--- src/rtl/seg_display_pkg.sv ---
// Shared constants and the hex-to-segment glyph lookup for the seven-segment debug scanner.
// Glyphs are active-low {g,f,e,d,c,b,a}.
package seg_display_pkg;

    localparam logic [6:0] SEG_BLANK = 7'h7F;

    localparam logic [6:0] GLYPH_TABLE [16] = '{
        7'h40, 7'h79, 7'h24, 7'h30, 7'h19, 7'h12, 7'h02, 7'h78,
        7'h00, 7'h10, 7'h08, 7'h03, 7'h46, 7'h21, 7'h06, 7'h0E
    };

    function automatic logic [6:0] nibble_to_glyph(input logic [3:0] i_nibble);
        return GLYPH_TABLE[i_nibble];
    endfunction

endpackage

--- src/rtl/seg_edge_sync.sv ---
// Two-flop synchroniser for an asynchronous level plus a registered rising-edge pulse,
// high for the single cycle in which the synchronised level first reads 1.
module seg_edge_sync
    import seg_display_pkg::*;
(
    input  logic i_clock,
    input  logic i_reset,
    input  logic i_async,
    output logic o_level,
    output logic o_pulse
);

    logic r_meta;
    logic r_sync;
    logic r_pulse;

    // The pulse is formed one stage early so it lines up with the first high synced level.
    always_ff @(posedge i_clock or posedge i_reset) begin
        if (i_reset) begin
            r_meta  <= 1'b0;
            r_sync  <= 1'b0;
            r_pulse <= 1'b0;
        end else begin
            r_meta  <= i_async;
            r_sync  <= r_meta;
            r_pulse <= r_meta & ~r_sync;
        end
    end

    assign o_level = r_sync;
    assign o_pulse = r_pulse;

endmodule

--- src/rtl/seg_display_scanner.sv ---
// Button-stepped probe channel selector with optional freeze, time-multiplexed onto a
// shared seven-segment bus. Build option: LEADING_ZERO_BLANK_EN blanks leading zero nibbles.
module seg_display_scanner
    import seg_display_pkg::*;
#(
    parameter int unsigned NUM_CH     = 4,
    parameter int unsigned DATA_W     = 16,
    parameter int unsigned NUM_DIGITS = 6,
    parameter int unsigned SCAN_DIV   = 50000
) (
    input  logic                       i_clock,
    input  logic                       i_reset,
    input  logic [NUM_CH*DATA_W-1:0]   i_ch_data,
    input  logic                       i_next_ch,
    input  logic                       i_freeze,
    output logic [$clog2(NUM_CH)-1:0]  o_ch_sel,
    output logic                       o_frozen,
    output logic [6:0]                 o_seg_out,
    output logic [NUM_DIGITS-1:0]      o_digit_en
);

    localparam int unsigned CH_W     = $clog2(NUM_CH);
    localparam int unsigned DIG_W    = $clog2(NUM_DIGITS);
    localparam int unsigned PRE_W    = $clog2(SCAN_DIV);
    localparam int unsigned NUM_NIB  = DATA_W / 4;
    localparam int unsigned NUM_DISP = (NUM_NIB < NUM_DIGITS - 1) ? NUM_NIB : NUM_DIGITS - 1;

    logic              w_step;
    logic              w_freeze_sync;
    logic              w_freeze_rise_unused;
    logic [DATA_W-1:0] w_word;
    logic [3:0]        w_ch_nib;
    logic [6:0]        w_seg;

    logic [CH_W-1:0]       r_ch_sel;
    logic                  r_reload;
    logic                  r_frozen;
    logic [DATA_W-1:0]     r_snapshot;
    logic [PRE_W-1:0]      r_presc;
    logic [DIG_W-1:0]      r_digit;
    logic [6:0]            r_seg_out;
    logic [NUM_DIGITS-1:0] r_digit_en;

    seg_edge_sync u_next_sync (
        .i_clock (i_clock),
        .i_reset (i_reset),
        .i_async (i_next_ch),
        .o_level (),
        .o_pulse (w_step)
    );

    seg_edge_sync u_freeze_sync (
        .i_clock (i_clock),
        .i_reset (i_reset),
        .i_async (i_freeze),
        .o_level (w_freeze_sync),
        .o_pulse (w_freeze_rise_unused)
    );

    assign w_word   = i_ch_data[r_ch_sel*DATA_W +: DATA_W];
    assign w_ch_nib = 4'(r_ch_sel);

    // A step taken while frozen arms r_reload so the new channel is captured exactly once.
    always_ff @(posedge i_clock or posedge i_reset) begin
        if (i_reset) begin
            r_ch_sel   <= '0;
            r_reload   <= 1'b0;
            r_frozen   <= 1'b0;
            r_snapshot <= '0;
        end else begin
            r_frozen <= w_freeze_sync;
            r_reload <= w_step;
            if (w_step) begin
                r_ch_sel <= (r_ch_sel == CH_W'(NUM_CH - 1)) ? '0 : r_ch_sel + 1'b1;
            end
            if (!r_frozen || r_reload) begin
                r_snapshot <= w_word;
            end
        end
    end

    always_ff @(posedge i_clock or posedge i_reset) begin
        if (i_reset) begin
            r_presc <= '0;
            r_digit <= '0;
        end else if (r_presc == PRE_W'(SCAN_DIV - 1)) begin
            r_presc <= '0;
            r_digit <= (r_digit == DIG_W'(NUM_DIGITS - 1)) ? '0 : r_digit + 1'b1;
        end else begin
            r_presc <= r_presc + 1'b1;
        end
    end

`ifdef LEADING_ZERO_BLANK_EN
    logic [4*NUM_DISP-1:0] w_disp;
    logic [NUM_DISP-1:0]   w_upper_zero;

    assign w_disp = r_snapshot[4*NUM_DISP-1:0];

    // w_upper_zero[i]: displayed nibble i and every displayed nibble above it are zero.
    always_comb begin
        w_upper_zero = '0;
        for (int unsigned i = 0; i < NUM_DISP; i++) begin
            w_upper_zero[i] = ((w_disp >> (4 * i)) == '0);
        end
    end
`endif

    always_comb begin
        w_seg = SEG_BLANK;
        if (r_digit == DIG_W'(NUM_DIGITS - 1)) begin
            w_seg = nibble_to_glyph(w_ch_nib);
        end else begin
            for (int unsigned i = 0; i < NUM_DISP; i++) begin
                if (r_digit == DIG_W'(i)) begin
                    w_seg = nibble_to_glyph(r_snapshot[4*i +: 4]);
`ifdef LEADING_ZERO_BLANK_EN
                    if (i != 0 && w_upper_zero[i]) begin
                        w_seg = SEG_BLANK;
                    end
`endif
                end
            end
        end
    end

    always_ff @(posedge i_clock or posedge i_reset) begin
        if (i_reset) begin
            r_seg_out  <= SEG_BLANK;
            r_digit_en <= '0;
        end else begin
            r_seg_out  <= w_seg;
            r_digit_en <= NUM_DIGITS'(1) << r_digit;
        end
    end

    assign o_ch_sel   = r_ch_sel;
    assign o_frozen   = r_frozen;
    assign o_seg_out  = r_seg_out;
    assign o_digit_en = r_digit_en;

endmodule

--- config.mk ---
export PLATFORM = sky130hd
export DESIGN_NAME = seg_display_scanner
export DESIGN_NICKNAME = d
export VERILOG_FILES = /design/src/rtl/seg_display_pkg.sv /design/src/rtl/seg_edge_sync.sv /design/src/rtl/seg_display_scanner.sv
export SDC_FILE = /design/constraint.sdc
export NUM_CORES = 1
export LEC_CHECK = 0
export BUFFER_PORTS_ARGS = -buffer_cell sky130_fd_sc_hd__buf_2
export CAP_MARGIN = 0
export CORE_MARGIN = 2
export CORE_UTILIZATION = 30
export CTS_BUF_LIST = sky130_fd_sc_hd__clkbuf_16
export CTS_CLUSTER_SIZE = 14
export DETAILED_ROUTE_END_ITERATION = 7
export GPL_TIMING_DRIVEN = 0
export PLACE_DENSITY = 0.56
export SLEW_MARGIN = 20
export SYNTH_ARGS = -nofsm -noshare
export SYNTH_HDL_FRONTEND = slang
export SYNTH_SLANG_ARGS = --single-unit
--- constraint.sdc ---
create_clock -name i_clock -period 1.8 [get_ports i_clock]
set_clock_uncertainty 0.15 [all_clocks]
set_input_delay 0.09 -clock i_clock [delete_from_list [all_inputs] [get_ports i_clock]]
set_output_delay 0.09 -clock i_clock [all_outputs]
set_load 0.1 [all_outputs]
=== Word-level counts from Yosys, hierarchy flattened ===
Memories as Yosys holds them, arrays and structs flattened.
Index checks and enable logic that the tools add are counted.

* Flip-flop bits (word level): 57
* Bits in read-only memories: 560
* Input bits: 68
* Output and inout port bits: 16
* Logic and storage cells: 62
* Memories kept: 5

{| class="wikitable"
|+ Memories
! name !! words !! bits a word !! rd ports !! clocked after Yosys merged registers in !! wr ports !! RTL line !! source
|-
| (name not given) || 16 || 7 || 1 || 0 || 0 || seg_display_pkg.sv:13 || <nowiki>return GLYPH_TABLE[i_nibble];</nowiki>
|-
| (name not given) || 16 || 7 || 1 || 0 || 0 || seg_display_pkg.sv:13 ||
|-
| (name not given) || 16 || 7 || 1 || 0 || 0 || seg_display_pkg.sv:13 ||
|-
| (name not given) || 16 || 7 || 1 || 0 || 0 || seg_display_pkg.sv:13 ||
|-
| (name not given) || 16 || 7 || 1 || 0 || 0 || seg_display_pkg.sv:13 ||
|}

* Add/subtract/negate cells: 3
* Order comparisons: 5
* Equal/unequal tests: 6
* Shift-type cells: 2
* Mux-type cells: 18
* Bitwise logic cells: 7
* Reduce and logical (&&, ||, !) cells: 3

{| class="wikitable"
|+ Operators with widths
! kind !! count
|-
| 2-to-1 mux 7 bit || 15
|-
| indexed part select 64 x 7 -> 16 bit || 1
|-
| >= comparator 5 bit, second input constant || 5
|-
| NOT 4 -> 5 bit || 4
|-
| adder 16 x 1 -> 16 bit, second input constant || 1
|-
| equality test 16 bit, second input constant || 1
|-
| 2-to-1 mux 16 bit || 1
|-
| equality test 3 x 2 -> 1 bit, second input constant || 2
|-
| << shifter 1 x 3 -> 6 bit, first input constant || 1
|-
| NOT 2 -> 5 bit || 1
|-
| adder 3 x 1 -> 3 bit, second input constant || 1
|-
| equality test 3 x 1 -> 1 bit, second input constant || 1
|-
| equality test 3 bit, second input constant || 1
|-
| logical NOT 3 bit || 1
|-
| 2-to-1 mux 3 bit || 1
|-
| adder 2 x 1 -> 2 bit, second input constant || 1
|-
| equality test 2 bit, second input constant || 1
|-
| 2-to-1 mux 2 bit || 1
|-
| AND 1 bit || 1
|-
| logical NOT 1 bit || 1
|-
| logical OR 1 bit || 1
|-
| NOT 1 bit || 1
|}

=== Longest topological paths before layout ===
* Depth after elaboration: 9
* Gate-level depth with buffers: 9
* Depth with buffers taken out: 7

=== By module ===
A second synthesis with hierarchy kept.

* Cells, all modules: 352
* Area, all modules: 3911.3 sq um

{| class="wikitable"
|+ Modules (own cells, without submodules)
! module !! instances !! cells an instance !! area each (sq um) !! sequential area each (sq um)
|-
| seg_display_scanner || 1 || 342 || 3726.1 || 1310.0
|-
| seg_edge_sync || 2 || 5 || 92.6 || 75.1
|}

=== Worst setup path before layout ===
Ideal clock, no wire load.

* Kind: register -> register
* From: reg r_ch_sel[0], in the netlist o_ch_sel[0]
* To: reg r_snapshot[0]
* Setup time: 0.130 ns
* Data arrival time: 2.298 ns
* Data required time: 1.520 ns
* Slack: -0.778 ns
* Cell stages (with the launch flop): 6
* Buffers on the path: 2
* Period minus slack after synthesis: 2.578 ns
* Cells stage by stage: dfrtp_1 > buf_2 > buf_2 > mux4_2 > nand2_1 > o21ai_0

* Longest elaborated chain between the ends: 1

{| class="wikitable"
|+ Ends and longest elaborated chain
! item !! RTL line !! source
|-
| from (decl) || seg_display_scanner.sv:35 || <nowiki>logic [CH_W-1:0] r_ch_sel;</nowiki>
|-
| from (signal assigned) || seg_display_scanner.sv:74 || <nowiki>r_ch_sel <= (r_ch_sel == CH_W'(NUM_CH - 1)) ? '0 : r_ch_sel + 1'b1;</nowiki>
|-
| indexed part select 64 x 7 -> 16 bit || seg_display_scanner.sv:60 || <nowiki>assign w_word = i_ch_data[r_ch_sel*DATA_W +: DATA_W];</nowiki>
|-
| to (signal assigned) || seg_display_scanner.sv:77 || <nowiki>r_snapshot <= w_word;</nowiki>
|-
| to (decl) || seg_display_scanner.sv:38 || <nowiki>logic [DATA_W-1:0] r_snapshot;</nowiki>
|}

Every way passes these cells.
A chain may end at the register's enable or synchronous reset.

=== Final worst setup path ===
* From: reg r_presc[6]
* To: reg r_presc[11]

* Longest elaborated chain between the ends: 2
* Elaborated cells between the ends (all ways): 3
* Those cells by class: add/sub (1); eq/ne (1); mux (1)

{| class="wikitable"
|+ Ends and longest elaborated chain
! item !! RTL line !! source
|-
| from (decl) || seg_display_scanner.sv:39 || <nowiki>logic [PRE_W-1:0] r_presc;</nowiki>
|-
| from (signal assigned) || seg_display_scanner.sv:90 || <nowiki>r_presc <= r_presc + 1'b1;</nowiki>
|-
| adder 16 x 1 -> 16 bit or equality test 16 bit (tied branches) || seg_display_scanner.sv:90, seg_display_scanner.sv:86 ||
|-
| 2-to-1 mux 16 bit * || seg_display_scanner.sv:86 || <nowiki>end else if (r_presc == PRE_W'(SCAN_DIV - 1)) begin</nowiki>
|}

Mark *: on every way between the ends. The rest lies on a longest branch, timed or not.

==> impl_metrics.ini <==
[outcome]
outcome = complete, but fails checks
violations = setup timing

[synth]
synthesis.instances = 362
yosys_warnings = 0
synth_area_um2 = 3840
synth.net_count = 463
synth_cell_types = 53
synth_seq_area_share_pct = 37.4
synth_edf_count = 0
ys_ff_latch = 57
synth.avg_cell_area_um2 = 10.6
synthFlopType = dfrtp_1
ys_async_sr_fraction_pct = 100

[finish]
synthToLayoutAreaGrowth_pct = 41.2
layoutNonFillerInstCount = 661
stdcell_area_um2 = 5420
antenna_cells = 0
fin_nets = 585
drive_gt1_share_pct = 53.2

[placement]
numPortBuffers = 83
dp.cells = 617
hpwl_mm = 6.82
dpl_cell_area_um2 = 4530
gp_congestion = 0.866

[global_routing]
grt_pass1_vias = 3210
grt_antenna_before_repair = 0
grt_usage_pct = 14.9
grt_start_max_net_pins = 58
overflow = 0
grt_pass1_wl_mm = 15.6

[critical_path]
rr_worst_depth = 5
start_kind = register
critPathCaptureType = register
required_ps = 1870
worstPathArrival_ps = 1990
path_class = register to register
worstPathMaxFanout = 6

[clock_tree]
cts_tree = built
root_buffer = clkbuf_16
worstSkewPairLatency_ps = 330
cts_sinks = 57
clk_pin_slew_worst_paths_ps = 50
clk_path_buf_depth = 2
numCtsBuffers = 9
h-tree-depth = 3

[min_path]
hp-class = input port to register
min_delay_path_depth = 4

[routing]
drt-initial-drc-count = 107
vias = 3210
wl_mm = 9.74
drcViolationCount = 0
viasPerCell = 4.86
antenna_left = 0
wl_per_cell_um = 14.7
firstDrtPassIters = 4

[timing]
slew_violations = 0
finalHoldViolations = 0
period_share_pct = 107
setup_viol = 15
min_period_ps = 1920
max_freq_ghz = 0.520
tightest_slew_ps = 694
grt_setup_unrepaired = true
slew_headroom_pct = 53.7
fin_ws_ps = -122

[floorplan]
die_x_um = 117
die_h_um = 117
pin_count = 84
start_util_pct = 30.5
fp.dieArea_um2 = 13700
core_um2 = 12600
num_rows = 41

[pwr]
powerDensity_nw_per_um2 = 1460
peakVddDrop_v = 0.00124
p_leak_nw = 2.44

[run]
cap_viol_max_count = 0
## where the power goes
part           switching, W  internal, W  total [W]
clock              0.000596      0.00120    0.00179
combinational       0.00234      0.00186    0.00420
sequential         0.000317      0.00161    0.00193
total               0.00325      0.00467    0.00792
## worst paths after layout
check / startpoint / slack (ps) / endpoint
min in group asynchronous: i_reset / 270 / r_presc[4]$_DFF_PP0_
max: r_presc[6]$_DFF_PP0_ / -120 / r_presc[11]$_DFF_PP0_
min: i_ch_data[9] / 30 / r_snapshot[9]$_DFFE_PP0P_
max reg2reg: r_presc[6]$_DFF_PP0_ / -120 / r_presc[11]$_DFF_PP0_
min reg2reg: u_freeze_sync.r_meta$_DFF_PP0_ / 200 / u_freeze_sync.o_level$_DFF_PP0_
max in group asynchronous: i_reset / 720 / r_snapshot[1]$_DFFE_PP0P_
## kinds of logic after synthesis
logic type                 after synthesis  share of synthesized area [%]
xor gates and xnor gates                13                           2.97
buffers and inverters                   46                           5.02
DFF                                     57                           37.4
AOI/OAI and AO/OA                       63                           10.3
muxes                                   50                           20.3
adders and majority gates               33                           10.8
and+or+nand+nor                        100                           13.2
## layer usage
metal,global-route usage [%],vias to the layer above,part of all wire (%)
met5,0,-,0
met3,4.07,12,4.4
met4,4.63,0,1.4
met1,18.6,1580,44
li1,-,1546,-
met2,25.1,72,50
## cells in the final DEF, fill, tap and decap left out, types with 4 or more instances in the layout
cell type	instances
a21oi_1	5
a21oi_2	5
and3_1	4
buf_2	85
buf_4	29
buf_6	4
clkbuf_16	10
dfrtp_1	38
dfrtp_2	12
dfstp_2	7
ha_1	23
ha_4	7
inv_1	10
inv_2	4
inv_4	8
mux2_2	16
mux2i_1	11
mux4_2	20
nand2_1	28
nand3_1	7
nand4_1	4
nor2_1	22
nor2b_1	4
o21ai_0	11
o21ai_1	13
xnor2_1	6
xor2_1	7
## Yosys cell counts, types with 4 or more instances
master | count | share of area (%)
dfrtp_1 | 50 | 33
ha_1 | 33 | 11
nand2_1 | 31 | 3.0
o21ai_0 | 26 | 3.4
nor2_1 | 23 | 2.3
inv_1 | 22 | 2.2
mux4_2 | 20 | 12
mux2_2 | 17 | 5.0
clkbuf_1 | 13 | 1.3
mux2i_1 | 12 | 3.1
a21oi_1 | 10 | 1.3
nand3_1 | 8 | 1.0
buf_2 | 7 | 0.91
dfstp_2 | 7 | 4.8
nor3_1 | 7 | 0.91
xor2_1 | 7 | 1.6
xnor2_1 | 6 | 1.4
nor2b_1 | 5 | 0.82
and3_1 | 4 | 0.65
nand4_1 | 4 | 0.65
o311ai_0 | 4 | 0.91
## stage by stage
| stage | setup TNS, ps | utilization (%) | hold WS [ps] | total power, W | setup WS (ps) |
|---|---|---|---|---|---|
| global route | -2160 | 43.1 | 56.0 | 0.00844 | -182 |
| CTS | -921 | 40.9 | 29.5 | 0.00760 | -118 |
| detailed placement | -5710 | 36.1 | 49.3 | 0.00549 | -448 |
| global placement | -36380 | 36.0 | 48.2 | 0.00543 | -784 |
| finish | -1070 | 43.1 | 34.8 | 0.00792 | -122 |
| floorplan | -2520 | - | -28.6 | 0.00469 | -153 |
## flip-flops by register name (all words and copies together) (netlist names)
register               cells
o_ch_sel                   2
o_digit_en                 6
o_frozen                   1
o_seg_out                  7
r_digit                    3
r_presc                   16
r_reload                   1
r_snapshot                16
u_freeze_sync.o_level      1
u_freeze_sync.r_meta       1
u_next_sync.o_level        1
u_next_sync.o_pulse        1
u_next_sync.r_meta         1
## cell type report
| type | count | area (um^2) |
|---|---|---|
| Sequential cell | 57 | 1450 |
| Clock inverter | 7 | 86.3 |
| Clock buffer | 9 | 225 |
| Fill cell | 1200 | 7150 |
| Buffer | 18 | 165 |
| Multi-Input combinational cell | 259 | 2470 |
| Tap cell | 172 | 215 |
| Inverter | 23 | 115 |
| Timing Repair Buffer | 116 | 693 |
## worst max-delay path, stage by stage (launching register included)
cell     delay [ps]
dfrtp_1         430
or4b_4          500
nor4_4          280
buf_4           160
nor2_2           30
mux2_4          250
## what timing repair did
item / 4_1_cts / 5_1_grt
buffers inserted: 17 / 12
cloned: 0 / 1
endpoints found under the hold margin: 52 / 0
endpoints found under the setup margin: 32 / 28
hold buffers: 3 / 0
gates resized for setup: 47 / 55
pin swaps: 11 / 11
Note: power is estimated with default switching activity, not from simulation.
